===== config.mk =====
export PLATFORM = sky130hd
export DESIGN_NAME = demux_sel_sequencer
export DESIGN_NICKNAME = d
export VERILOG_FILES = /design/src/rtl/demux_pkg.sv /design/src/rtl/seq_down_counter.sv /design/src/rtl/demux_sel_sequencer.sv
export SDC_FILE = /design/constraint.sdc
export NUM_CORES = 1
export LEC_CHECK = 0
export CORE_ASPECT_RATIO = 1.4
export CORE_MARGIN = 1
export CORE_UTILIZATION = 40
export CTS_CLUSTER_SIZE = 10
export DETAILED_ROUTE_END_ITERATION = 10
export PLACE_DENSITY = 0.65
export SETUP_SLACK_MARGIN = 0.05
export SKIP_LAST_GASP = 1
export SLEW_MARGIN = 40
export SYNTH_ARGS = -nofsm -noshare
export SYNTH_HDL_FRONTEND = slang
export SYNTH_SLANG_ARGS = --single-unit

===== constraint.sdc =====
create_clock -name clk -period 1.7 [get_ports clk]
set_input_delay 0.34 -clock clk [delete_from_list [all_inputs] [get_ports clk]]
set_output_delay 0.34 -clock clk [all_outputs]
set_load 0.01 [all_outputs]

===== src/rtl/demux_pkg.sv =====
// rtl/demux_pkg.sv - shared types and defaults for the demux select sequencer
//
// Purpose : FSM state encoding and default widths used by demux_sel_sequencer.
// Ports   : none (package).
package demux_pkg;

    localparam int SEL_W_DEFAULT = 2;

    typedef enum logic [1:0] {
        ST_IDLE   = 2'd0,
        ST_SETUP  = 2'd1,
        ST_ACTIVE = 2'd2,
        ST_GUARD  = 2'd3
    } seq_state_e;

endpackage


===== src/rtl/seq_down_counter.sv =====
// rtl/seq_down_counter.sv - loadable down counter with an is-one flag
//
// Purpose : Holds the remaining dwell or guard cycles of the sequencer.
//           Load wins over decrement. The counter stops at zero.
// Ports   : clk      - rising-edge clock
//           reset    - synchronous active-high reset, clears the count
//           load     - load load_val on the next edge
//           load_val - value to load
//           dec      - decrement on the next edge (ignored at zero)
//           is_one   - count currently equals one
module seq_down_counter #(
    parameter int W = 8
) (
    input  logic         clk,
    input  logic         reset,
    input  logic         load,
    input  logic [W-1:0] load_val,
    input  logic         dec,
    output logic         is_one
);

    logic [W-1:0] cnt_q;
    logic [W-1:0] cnt_d;

    always_comb begin
        cnt_d = cnt_q;
        if (load) begin
            cnt_d = load_val;
        end else if (dec && (cnt_q != '0)) begin
            cnt_d = cnt_q - W'(1);
        end
    end

    always_ff @(posedge clk) begin
        if (reset) begin
            cnt_q <= '0;
        end else begin
            cnt_q <= cnt_d;
        end
    end

    assign is_one = (cnt_q == W'(1));

endmodule


===== src/rtl/demux_sel_sequencer.sv =====
// rtl/demux_sel_sequencer.sv - glitch-safe select/enable sequencer for a 2-to-4 demux
//
// Purpose : Accepts channel requests on a valid/ready handshake and drives the demux
//           select A and enable. Each request runs SETUP (A settles, enable low),
//           ACTIVE (enable high for the dwell) and GUARD (enable low), so A never
//           changes while enable is high.
// Config  : DEMUX_SEQ_AUTOSCAN_EN adds the auto_scan input, a scan pointer and the
//           AUTO_DWELL parameter; without it only external requests are issued.
// Ports   : clk       - rising-edge clock
//           reset     - synchronous active-high reset
//           req_valid - request present
//           req_ready - sequencer can accept (state is IDLE)
//           req_ch    - requested channel
//           req_dwell - enable-high cycles requested (0 treated as 1)
//           auto_scan - self-issue scan requests when idle (autoscan build only)
//           A         - registered demux select
//           enable    - registered demux enable
//           busy      - state is not IDLE
//           done      - one-cycle pulse after a request completes
import demux_pkg::*;

module demux_sel_sequencer #(
    parameter int SEL_W        = SEL_W_DEFAULT,
    parameter int DWELL_W      = 8,
    parameter int GUARD_CYCLES = 1
`ifdef DEMUX_SEQ_AUTOSCAN_EN
    ,
    parameter int AUTO_DWELL   = 4
`endif
) (
    input  logic               clk,
    input  logic               reset,
    input  logic               req_valid,
    output logic               req_ready,
    input  logic [SEL_W-1:0]   req_ch,
    input  logic [DWELL_W-1:0] req_dwell,
`ifdef DEMUX_SEQ_AUTOSCAN_EN
    input  logic               auto_scan,
`endif
    output logic [SEL_W-1:0]   A,
    output logic               enable,
    output logic               busy,
    output logic               done
);

    // A guard of 0 still needs a 1-bit counter instance; it is simply never used.
    localparam int GUARD_W = (GUARD_CYCLES < 2) ? 1 : $clog2(GUARD_CYCLES + 1);

    seq_state_e         state_q;
    logic [SEL_W-1:0]   a_q;
    logic               enable_q;
    logic               done_q;

    logic               issue_valid;
    logic [SEL_W-1:0]   issue_ch;
    logic [DWELL_W-1:0] issue_dwell;
    logic               accept;

    logic [DWELL_W-1:0] dwell_val;
    logic               dwell_load;
    logic               dwell_dec;
    logic               dwell_is_one;
    logic               guard_load;
    logic               guard_dec;
    logic               guard_is_one;

`ifdef DEMUX_SEQ_AUTOSCAN_EN
    localparam logic [DWELL_W-1:0] AUTO_DWELL_V = DWELL_W'(AUTO_DWELL);

    logic [SEL_W-1:0] scan_ptr_q;

    // External requests always win; the scan only fills otherwise idle slots.
    always_comb begin
        issue_valid = req_valid | auto_scan;
        issue_ch    = req_valid ? req_ch : scan_ptr_q;
        issue_dwell = req_valid ? req_dwell : AUTO_DWELL_V;
    end

    // Advance only when the scan itself was issued, so a pre-empting external
    // request leaves the scan position untouched.
    always_ff @(posedge clk) begin
        if (reset) begin
            scan_ptr_q <= '0;
        end else if (accept && !req_valid) begin
            scan_ptr_q <= scan_ptr_q + SEL_W'(1);
        end
    end
`else
    always_comb begin
        issue_valid = req_valid;
        issue_ch    = req_ch;
        issue_dwell = req_dwell;
    end
`endif

    assign accept     = (state_q == ST_IDLE) && issue_valid;
    assign dwell_val  = (issue_dwell == '0) ? DWELL_W'(1) : issue_dwell;
    assign dwell_load = accept;
    assign dwell_dec  = (state_q == ST_ACTIVE);
    assign guard_load = (state_q == ST_ACTIVE) && dwell_is_one;
    assign guard_dec  = (state_q == ST_GUARD);

    seq_down_counter #(.W(DWELL_W)) u_dwell_cnt (
        .clk      (clk),
        .reset    (reset),
        .load     (dwell_load),
        .load_val (dwell_val),
        .dec      (dwell_dec),
        .is_one   (dwell_is_one)
    );

    seq_down_counter #(.W(GUARD_W)) u_guard_cnt (
        .clk      (clk),
        .reset    (reset),
        .load     (guard_load),
        .load_val (GUARD_W'(GUARD_CYCLES)),
        .dec      (guard_dec),
        .is_one   (guard_is_one)
    );

    // A only changes on the IDLE accept edge and enable only rises from SETUP,
    // so the select is always settled for a full cycle before enable goes high.
    always_ff @(posedge clk) begin
        if (reset) begin
            state_q  <= ST_IDLE;
            a_q      <= '0;
            enable_q <= 1'b0;
            done_q   <= 1'b0;
        end else begin
            done_q <= 1'b0;
            case (state_q)
                ST_IDLE: begin
                    if (issue_valid) begin
                        a_q     <= issue_ch;
                        state_q <= ST_SETUP;
                    end
                end
                ST_SETUP: begin
                    enable_q <= 1'b1;
                    state_q  <= ST_ACTIVE;
                end
                ST_ACTIVE: begin
                    if (dwell_is_one) begin
                        enable_q <= 1'b0;
                        if (GUARD_CYCLES == 0) begin
                            state_q <= ST_IDLE;
                            done_q  <= 1'b1;
                        end else begin
                            state_q <= ST_GUARD;
                        end
                    end
                end
                ST_GUARD: begin
                    if (guard_is_one) begin
                        state_q <= ST_IDLE;
                        done_q  <= 1'b1;
                    end
                end
                default: begin
                    state_q  <= ST_IDLE;
                    enable_q <= 1'b0;
                end
            endcase
        end
    end

    assign A         = a_q;
    assign enable    = enable_q;
    assign done      = done_q;
    assign busy      = (state_q != ST_IDLE);
    assign req_ready = (state_q == ST_IDLE);

endmodule

-- Word-level counts from Yosys, hierarchy flattened
Index checks and enable logic that the tools add are counted.
Widths: inputs -> output; s select.
- flip-flop bits (word level): 15
- input port bits: 13
- output and inout bits: 6
- add/subtract/negate cells: 2
- equality and inequality tests: 7
- muxes and demuxes: 12
- bitwise operators: 1
- reduce and logical (&&, ||, !) cells: 15
- operator list (kind ; number):
    $mux 8 ; 3
    $eq 8x1->1 const B ; 1
    $logic_not 8->1 ; 1
    $pmux 2 s4 ; 1
    $reduce_bool 2->1 ; 4
    $reduce_bool 8->1 ; 1
    $sub 8x1->8 const B ; 1
    $mux 2 ; 3
    $ne 2x2->1 const B ; 3
    $eq 2x2->1 const B ; 2
    $logic_and 1x1->1 ; 4
    $mux 1 ; 4
    $reduce_and 2->1 ; 2
    $reduce_and 3->1 ; 1
    $eq 2x1->1 const B ; 1
    $logic_not 2->1 ; 1
    $pmux 1 s2 ; 1
    $reduce_or 2->1 ; 1
    $not 1->1 ; 1
    $sub 1x1->1 const B ; 1

-- Logic depth before layout (Yosys ltp)
Gate-level depths: netlist of the first run.
- depth in word-level cells: 4
- depth in mapped cells: 6
- depth with buffers taken out: 6

-- Cells and area by module
From an unflattened synthesis of the first run, not the netlist that was laid out.
- cell total of the unflattened synthesis: 109
- area total of the unflattened synthesis: 919.6 sq um
- modules (own cells, without submodules) (module ; instances ; cells an instance ; area each (sq um)):
    seq_down_counter at u_dwell_cnt ; 1 ; 59 ; 524.3
    demux_sel_sequencer ; 1 ; 46 ; 357.8
    seq_down_counter at u_guard_cnt ; 1 ; 4 ; 37.5

-- Least setup slack after synthesis of the first run
No wires, ideal clock.
- path kind: register to register
- start point: reg state_q[0]
- end point: reg u_dwell_cnt.cnt_q[1]
- library setup time: 0.120 ns
- arrival: 1.392 ns
- data required time: 1.580 ns
- setup slack: 0.189 ns
- stages on the path, launching flop included: 7
- buffers on the path: 1
- cell sequence: dfxtp_1 -> inv_1 -> ha_1 -> and2_1 -> buf_1 -> nor3_1 -> a211o_1
- longest elaborated chain between the ends: 3
- elaborated cells between the ends (all ways): 6
- RTL lines (what ; RTL line ; RTL):
    from (decl) ; demux_sel_sequencer.sv:49 ; seq_state_e state_q;
    from (signal assigned) ; demux_sel_sequencer.sv:125 ; state_q <= ST_IDLE;
    from (signal assigned) ; demux_sel_sequencer.sv:135 ; state_q <= ST_SETUP;
    from (signal assigned) ; demux_sel_sequencer.sv:140 ; state_q <= ST_ACTIVE;
    $logic_not 2->1 * ; -- ;
    via req_ready ; demux_sel_sequencer.sv:34 ; output logic req_ready,
    $logic_and 1x1->1 * ; demux_sel_sequencer.sv:96 ; assign accept = (state_q == ST_IDLE) && issue_valid;
    $mux 8 or $reduce_bool 2->1 (tied branches) ; -- ;
    to (signal assigned) ; seq_down_counter.sv:38 ; cnt_q <= cnt_d;
    to (decl) ; seq_down_counter.sv:22 ; logic [W-1:0] cnt_q;
The timed path passes the listed nets; every way through them passes the cells marked *.
A chain may end at the register's enable or synchronous reset.

-- Worst setup path after layout of the first run
- start point: reg state_q[1]
- end point: out busy
- longest elaborated chain between the ends: 1
- RTL lines (what ; RTL line ; RTL):
    $reduce_bool 2->1 ; demux_sel_sequencer.sv:170 ; assign busy = (state_q != ST_IDLE);
    to (decl) ; demux_sel_sequencer.sv:42 ; output logic busy,
Every way passes these cells.

==> reports/qor.log, run 1 <==
qor: yosys.synth_cell_types 35
qor: setup_path.cp-end-kind output port
qor: setup_path.critical_path.slowest_cell sky130_fd_sc_hd__dfxtp_1
qor: cts.tritoncts done
qor: cts.clockRootBuffer sky130_fd_sc_hd__clkbuf_4
qor: yosys.postSynthRegisterBits 15
qor: hold_path.timing.hold.worst.class reg2reg
qor: yosys.yosys.area.top_type sky130_fd_sc_hd__dfxtp_1
qor: yosys.synthFlopType sky130_fd_sc_hd__dfxtp_1
qor: cells_and_area.area_delta_synth_final 32.17%
qor: cts.cts.sink_count 15
qor: detailed_routing.routed-via-count 813
qor: power_and_ir_drop.leakage 0.0004492 uW
qor: global_routing.grt_max_degree 16
qor: global_routing.grt-ovfl-total 0
qor: yosys.async_reset_ff_frac 0
qor: setup_path.start_kind flop
qor: global_routing.wire_length_of_the_first_global_routing_pass 3.519 mm
qor: cells_and_area.final_stage_net_count 147
qor: cts.clock_tree.htree_level_count 1
qor: floorplanning.floorplan.rows 19
qor: cts.cts_inserted_buffers 3
qor: power_and_ir_drop.power_density 1456 nW/um^2
qor: cts.cts.path.max_buffers 2
qor: sta.tightest_slew 381.7 ps
qor: cells_and_area.num_antenna_cells 0
qor: floorplanning.initial_utilization 0.4376
qor: yosys.average_instance_area_after_synthesis 8.858 sq um
qor: sta.fmaxAchievable 625.3 MHz
qor: sta.final-hold-violation-count 0
qor: floorplanning.die_width 41.97 microns
qor: floorplanning.boundaryPins 19
qor: yosys.yosysTopAreaCellShare 0.3357
qor: floorplanning.core-area 2044 sq um
qor: setup_path.required_worst_endpoint 1360 ps
qor: place.dp_hpwl 1.564 mm
qor: setup_path.crit-reg2reg-capture u_dwell_cnt.cnt_q[1]
qor: setup_path.critical-path-max-stage-delay 320 ps
qor: cts.cts.clk_slew.worst_paths 90 ps
qor: yosys.synthMostInstantiatedCell sky130_fd_sc_hd__dfxtp_1
qor: place.port_buffers 18
qor: setup_path.crit_top_cell sky130_fd_sc_hd__inv_1
qor: cells_and_area.stdcell_area 1182 sq um
qor: detailed_routing.vias_per_cell 5.531
qor: setup_path.critPathMaxFanout 4
qor: global_routing.grt_pass1_vias 845
qor: power_and_ir_drop.finalPower 1722 uW
qor: sta.finalClockSkew 4.855 ps
qor: sta.layout_min_cycle_time 1599 ps
qor: sta.rsz0062_at_grt true
qor: setup_path.cp_endpoint busy
qor: outcome.run_status finished, final reports clean
qor: detailed_routing.wl 1.993 mm
qor: detailed_routing.post-route-drc-count 0
qor: global_routing.antenna_found_initial 0
qor: global_routing.track_usage 0.1903
qor: setup_path.crit_type reg2out
qor: setup_path.worst_setup_path_start state_q[1]
qor: yosys.postSynthCellCount 101
qor: cts.clock_latency 290 ps
qor: yosys.synth_area_leaders sky130_fd_sc_hd__dfxtp_1 34%, sky130_fd_sc_hd__ha_1 9.8%, sky130_fd_sc_hd__nor3_1 4.5%
qor: setup_path.cp.arrival 1260 ps
qor: yosys.netlist_top_cells_count 15 x sky130_fd_sc_hd__dfxtp_1, 10 x sky130_fd_sc_hd__nand2_1, 8 x sky130_fd_sc_hd__nor3_1
qor: sta.maxSlewHeadroom 0.7436
qor: yosys.synth_sequential_area_ratio 0.3357
qor: place.global_placement_routability_congestion 0.8269
qor: yosys.synth_edf_count 0
qor: setup_path.crit-reg2reg-launch state_q[0]
qor: detailed_routing.detail_route.iter0.violations 20
qor: sta.finalSetupViolations 0
qor: floorplanning.floorplan.die_area 2432 sq um
qor: yosys.syn-cell-area 894.6 sq um
qor: power_and_ir_drop.worst_vdd_drop 916.9 uV
qor: cts.post_cts_hold_buffers 0
qor: detailed_routing.ant_nets 0
qor: cells_and_area.post_route_cells_drive_above_1_share 0.1508
qor: place.placed_cell_area 1129 sq um
qor: setup_path.timing.critical_path.cells inv_1 > ha_2 > inv_1 > dlygate4sd2_1
qor: detailed_routing.first_pass_iters 4
qor: run.maxCapViolCount 0
qor: yosys.synth.net_count 121
qor: floorplanning.die_height 57.96 microns
qor: setup_path.r2r_slack 170 ps
qor: sta.fin_tns_setup 0 ps
qor: yosys.ys.warnings.count 0
qor: sta.final_min_period_over_clock_period 0.9408
qor: detailed_routing.routed_wire_length_per_instance 13.56 microns
qor: setup_path.number_of_cells_on_the_worst_reg_to_reg_path 7
qor: sta.final_max_slew_viol_count 0
qor: sta.holdWs 446.8 ps
## kinds of logic after synthesis
family | count (synthesis) | share of synthesized area
buf+inv | 11 | 0.06293
fa+ha+maj | 7 | 0.09790
xor+xnor | 5 | 0.04896
simple gates | 42 | 0.2657
flops | 15 | 0.3357
compound gates | 20 | 0.1776
mux | 1 | 0.01119
## final cells by class
type,instances,area (sq um)
sequential,15,301.5
tap,21,26.28
multi-input combinational,75,559.3
inverter,7,26.28
timing repair buffer,25,242.7
fill,193,862.1
clock buffer,4,26.28
## routing by layer
metal	global-route usage	vias up	wire length, microns
li1	-	413	-
met1	0.2198	376	873
met2	0.3080	18	1003
met3	0.03738	6	60
met4	0.1429	0	55
met5	0	-	0
## flip-flops by register name, summed over array words and instances, names as in the netlist
| signal | cells |
|---|---|
| u_guard_cnt.is_one | 1 |
| done | 1 |
| state_q | 2 |
| A | 2 |
| u_dwell_cnt.cnt_q | 8 |
| enable | 1 |
## cell usage in the layout, fill, tap and decap left out, types with 2 or more instances in the layout
| cell type | synthesis | routed |
|---|---|---|
| sky130_fd_sc_hd__nor3_1 | 8 | 8 |
| sky130_fd_sc_hd__xnor2_1 | 3 | 3 |
| sky130_fd_sc_hd__buf_4 | 0 | 6 |
| sky130_fd_sc_hd__inv_1 | 7 | 6 |
| sky130_fd_sc_hd__clkdlybuf4s50_1 | 0 | 16 |
| sky130_fd_sc_hd__o32ai_1 | 2 | 2 |
| sky130_fd_sc_hd__nor2_1 | 6 | 6 |
| sky130_fd_sc_hd__dfxtp_1 | 15 | 14 |
| sky130_fd_sc_hd__a211oi_1 | 3 | 3 |
| sky130_fd_sc_hd__a21oi_1 | 5 | 5 |
| sky130_fd_sc_hd__ha_1 | 7 | 5 |
| sky130_fd_sc_hd__dlygate4sd2_1 | 0 | 2 |
| sky130_fd_sc_hd__clkbuf_4 | 0 | 3 |
| sky130_fd_sc_hd__ha_2 | 0 | 2 |
| sky130_fd_sc_hd__nor4_1 | 2 | 2 |
| sky130_fd_sc_hd__nand2b_1 | 2 | 2 |
| sky130_fd_sc_hd__xor2_1 | 2 | 2 |
| sky130_fd_sc_hd__nand3_1 | 5 | 5 |
| sky130_fd_sc_hd__nand2_1 | 10 | 10 |
| sky130_fd_sc_hd__nor3b_1 | 2 | 2 |
| sky130_fd_sc_hd__a31oi_1 | 2 | 2 |
## through the flow
step / util / instances / setup slack [ps]
after floorplan: - / 101 / 188.8
after global placement: 0.5520 / 142 / 111.7
after detailed placement: 0.5520 / 142 / 86.67
after CTS: 0.5655 / 146 / 83.61
after global routing: 0.5783 / 147 / 30.91
final: 0.5783 / 147 / 100.6
## power by group
| group | switching (uW) | internal [uW] |
|---|---|---|
| Sequential | 131 | 455 |
| Combinational | 458 | 472 |
| Clock | 115 | 91.3 |
| Total | 704 | 1020 |
## repair_timing
action                     in CTS  in global routing
setup endpoints to repair       2                  8
hold endpoints to repair        0                  0
pin swaps                       0                  2
gates resized for setup         4                  3
buffers inserted                0                  1
## critical path, delay by kind of cell, from the launching register on
| family | cells | cell delay (ps) |
|---|---|---|
| adder cells (fa/ha/maj) | 1 | 210 |
| buffers and inverters | 3 | 440 |
| flip-flops | 1 | 320 |
## how the worst min path moves through the flow
stage,from,to,slack (ps),cells past startpoint
floorplan,u_guard_cnt.is_one,done,420,2
global placement,u_guard_cnt.is_one,done,440,2
detailed placement,u_guard_cnt.is_one,done,440,2
CTS,u_guard_cnt.is_one,done,450,2
global route,A[1],A[1],490,2
finish,u_guard_cnt.is_one,done,450,2
Power figures use the tool's default switching activity.
==> inputs of run 2 (changes only) <==
--- a/config.mk
+++ b/config.mk
@@ -10,7 +10,7 @@
 export CORE_UTILIZATION = 40
 export CTS_CLUSTER_SIZE = 10
 export DETAILED_ROUTE_END_ITERATION = 10
-export PLACE_DENSITY = 0.65
+export DONT_BUFFER_PORTS = 1
 export SETUP_SLACK_MARGIN = 0.05
 export SKIP_LAST_GASP = 1
 export SLEW_MARGIN = 40
==> constraint.sdc (replaced) <==
create_clock -name clk -period 2 [get_ports clk]
set_input_delay 0.4 -clock clk [delete_from_list [all_inputs] [get_ports clk]]
set_output_delay 0.4 -clock clk [all_outputs]
set_load 0.01 [all_outputs]
==> reports/qor.log, run 2 (synthesis gave the netlist of run 1 again) <==
qor: cts.clock_latency 290 ps
qor: run.maxCapViolCount 0
qor: cells_and_area.number_of_flip_flops_in_the_largest_register 8
qor: setup_path.crit_type reg2reg
qor: floorplanning.core-area 2044 sq um
qor: cells_and_area.area_delta_synth_final 2.657%
qor: cells_and_area.layout.cells.non_filler 122
qor: detailed_routing.post-route-drc-count 0
qor: power_and_ir_drop.power_density 1385 nW/um^2
qor: sta.final-hold-violation-count 0
qor: floorplanning.initial_utilization 0.4376
qor: global_routing.grt-ovfl-total 0
qor: cells_and_area.number_of_filler_instances_in_the_final_layout 207
qor: setup_path.cp.arrival 1840 ps
qor: floorplanning.floorplan.rows 19
qor: cts.cts.path.max_buffers 2
qor: setup_path.crit-reg2reg-launch state_q[0]
qor: setup_path.cp-end-kind flop
qor: cells_and_area.final_cell_mix 15 x sky130_fd_sc_hd__dfxtp_1, 10 x sky130_fd_sc_hd__nand2_1, 8 x sky130_fd_sc_hd__nor3_1
qor: cts.clockRootBuffer sky130_fd_sc_hd__clkbuf_4
qor: cts.post_cts_hold_buffers 0
qor: detailed_routing.ant_nets 0
qor: detailed_routing.first_pass_iters 4
qor: floorplanning.die_height 57.96 microns
qor: detailed_routing.vias_per_cell 5.902
qor: cts.cts_inserted_buffers 3
qor: sta.tightest_slew 487.0 ps
qor: cts.cts_resized 0
qor: cells_and_area.multi_input_comb_area 538.0 sq um
qor: sta.fmaxAchievable 602.3 MHz
qor: floorplanning.floorplan.die_area 2432 sq um
qor: global_routing.antenna_found_initial 0
qor: sta.final_min_period_over_clock_period 0.8301
qor: detailed_routing.routed_wire_length_per_instance 14.69 microns
qor: place.global_placement_routability_congestion 0.7824
qor: setup_path.number_of_cells_on_the_worst_reg_to_reg_path 5
qor: hold_path.hold_path_depth 1
qor: cts.tritoncts done
qor: sta.finalSetupViolations 0
qor: place.dp_hpwl 1.406 mm
qor: sta.fin_tns_setup 0 ps
qor: setup_path.start_kind flop
qor: sta.layout_min_cycle_time 1660 ps
qor: detailed_routing.detail_route.iter0.violations 9
qor: sta.rsz0062_at_grt false
qor: detailed_routing.routed-via-count 720
qor: global_routing.wire_length_of_the_first_global_routing_pass 3.208 mm
qor: cells_and_area.register_area 300.3 sq um
qor: cells_and_area.post_route_cells_drive_above_1_share 0.07921
qor: setup_path.critPathMaxFanout 15
qor: setup_path.required_worst_endpoint 2180 ps
qor: cells_and_area.largest_register u_dwell_cnt.cnt_q
qor: cts.cts.clk_slew.worst_paths 100 ps
qor: hold_path.hold_path_end state_q[0]
qor: cts.clock_tree.htree_level_count 1
qor: cells_and_area.num_antenna_cells 0
qor: cells_and_area.final_stage_net_count 122
qor: power_and_ir_drop.leakage 0.0003419 uW
qor: floorplanning.boundaryPins 19
qor: cts.cts.sink_count 15
qor: hold_path.hold_path_startpoint reset
qor: global_routing.grt_pass1_vias 738
qor: sta.finalClockSkew 6.088 ps
qor: cells_and_area.mostFrequentLayoutCell sky130_fd_sc_hd__dfxtp_1
qor: power_and_ir_drop.worst_vdd_drop 644.0 uV
qor: hold_path.timing.hold.worst.class in2reg
qor: place.port_buffers 0
qor: cts.postCtsSetupRepairBufs 0
qor: setup_path.worst_setup_path_start state_q[0]
qor: global_routing.track_usage 0.1724
qor: setup_path.r2r_slack 340 ps
qor: sta.final_max_slew_viol_count 0
qor: floorplanning.die_width 41.97 microns
qor: sta.maxSlewHeadroom 0.6746
qor: setup_path.crit-reg2reg-capture u_dwell_cnt.cnt_q[1]
qor: outcome.run_status finished, final reports clean
qor: detailed_routing.wl 1.792 mm
qor: place.dp.cells 118
qor: global_routing.grt_max_degree 20
-- run 2: changes by cell type in the layout (fill, tap and decap cells not counted), moves of 2 or more --
cell / previous run / this run
sky130_fd_sc_hd__clkdlybuf4s50_1: 16 / 0
sky130_fd_sc_hd__ha_2: 2 / 0
sky130_fd_sc_hd__dlygate4sd2_1: 2 / 0
sky130_fd_sc_hd__ha_1: 5 / 7
sky130_fd_sc_hd__buf_4: 6 / 0
-- run 2: area by class of cell --
cell class              instances  area share
multi-input cells              75      0.5858
flip-flops and latches         15      0.3270
inverters                       7     0.02861
well taps                      21     0.02861
clock buffers                   3     0.02452
clock inverters                 1    0.005450
-- run 2: metal layers --
layer  part of all wire  track usage  vias up
met5                  0            0        -
met4              0.016      0.08295        0
met3              0.037      0.03115        4
met2               0.55       0.3192       13
met1               0.40       0.1853      339
li1                   -            -      364
-- run 2: how the worst max path moves through the flow --
stage | cells past startpoint | slack [ps] | to
6_report | 5 | 340 | u_dwell_cnt.cnt_q[1]
4_1_cts | 5 | 320 | u_dwell_cnt.cnt_q[1]
3_5_place_dp | 5 | 350 | u_dwell_cnt.cnt_q[1]
3_3_place_gp | 5 | 430 | u_dwell_cnt.cnt_q[1]
5_1_grt | 5 | 210 | u_dwell_cnt.cnt_q[0]
2_1_floorplan | 6 | 490 | u_dwell_cnt.cnt_q[1]
-- run 2: worst max-delay path: stages, from the launching register on --
cell and delay (ps):
sky130_fd_sc_hd__dfxtp_1 380, sky130_fd_sc_hd__inv_1 110, sky130_fd_sc_hd__ha_1 280, sky130_fd_sc_hd__nand2_1 400
sky130_fd_sc_hd__nor3b_1 100, sky130_fd_sc_hd__a211o_1 280
-- run 2: power breakdown --
| group | total, uW | switching [uW] | internal [uW] | leakage, uW |
|---|---|---|---|---|
| clock network | 178 | 104 | 74.3 | 0.0000177 |
| logic | 589 | 320 | 269 | 0.000201 |
| registers | 505 | 120 | 385 | 0.000123 |
| total | 1270 | 545 | 728 | 0.000342 |
-- run 2: metrics by stage --
step                utilization  instance area, sq um  total power [uW]  setup WS (ps)  hold slack [ps]
finish                   0.4492                 918.4              1272          339.8            157.9
global route             0.4492                 918.4              1386          206.5            142.7
CTS                      0.4492                 918.4              1292          316.6            148.0
detailed placement       0.4357                 890.9              1109          348.9            441.1
global placement         0.4357                 890.9              1099          430.7            437.7
floorplan                     -                 894.6              1009          488.8            423.0
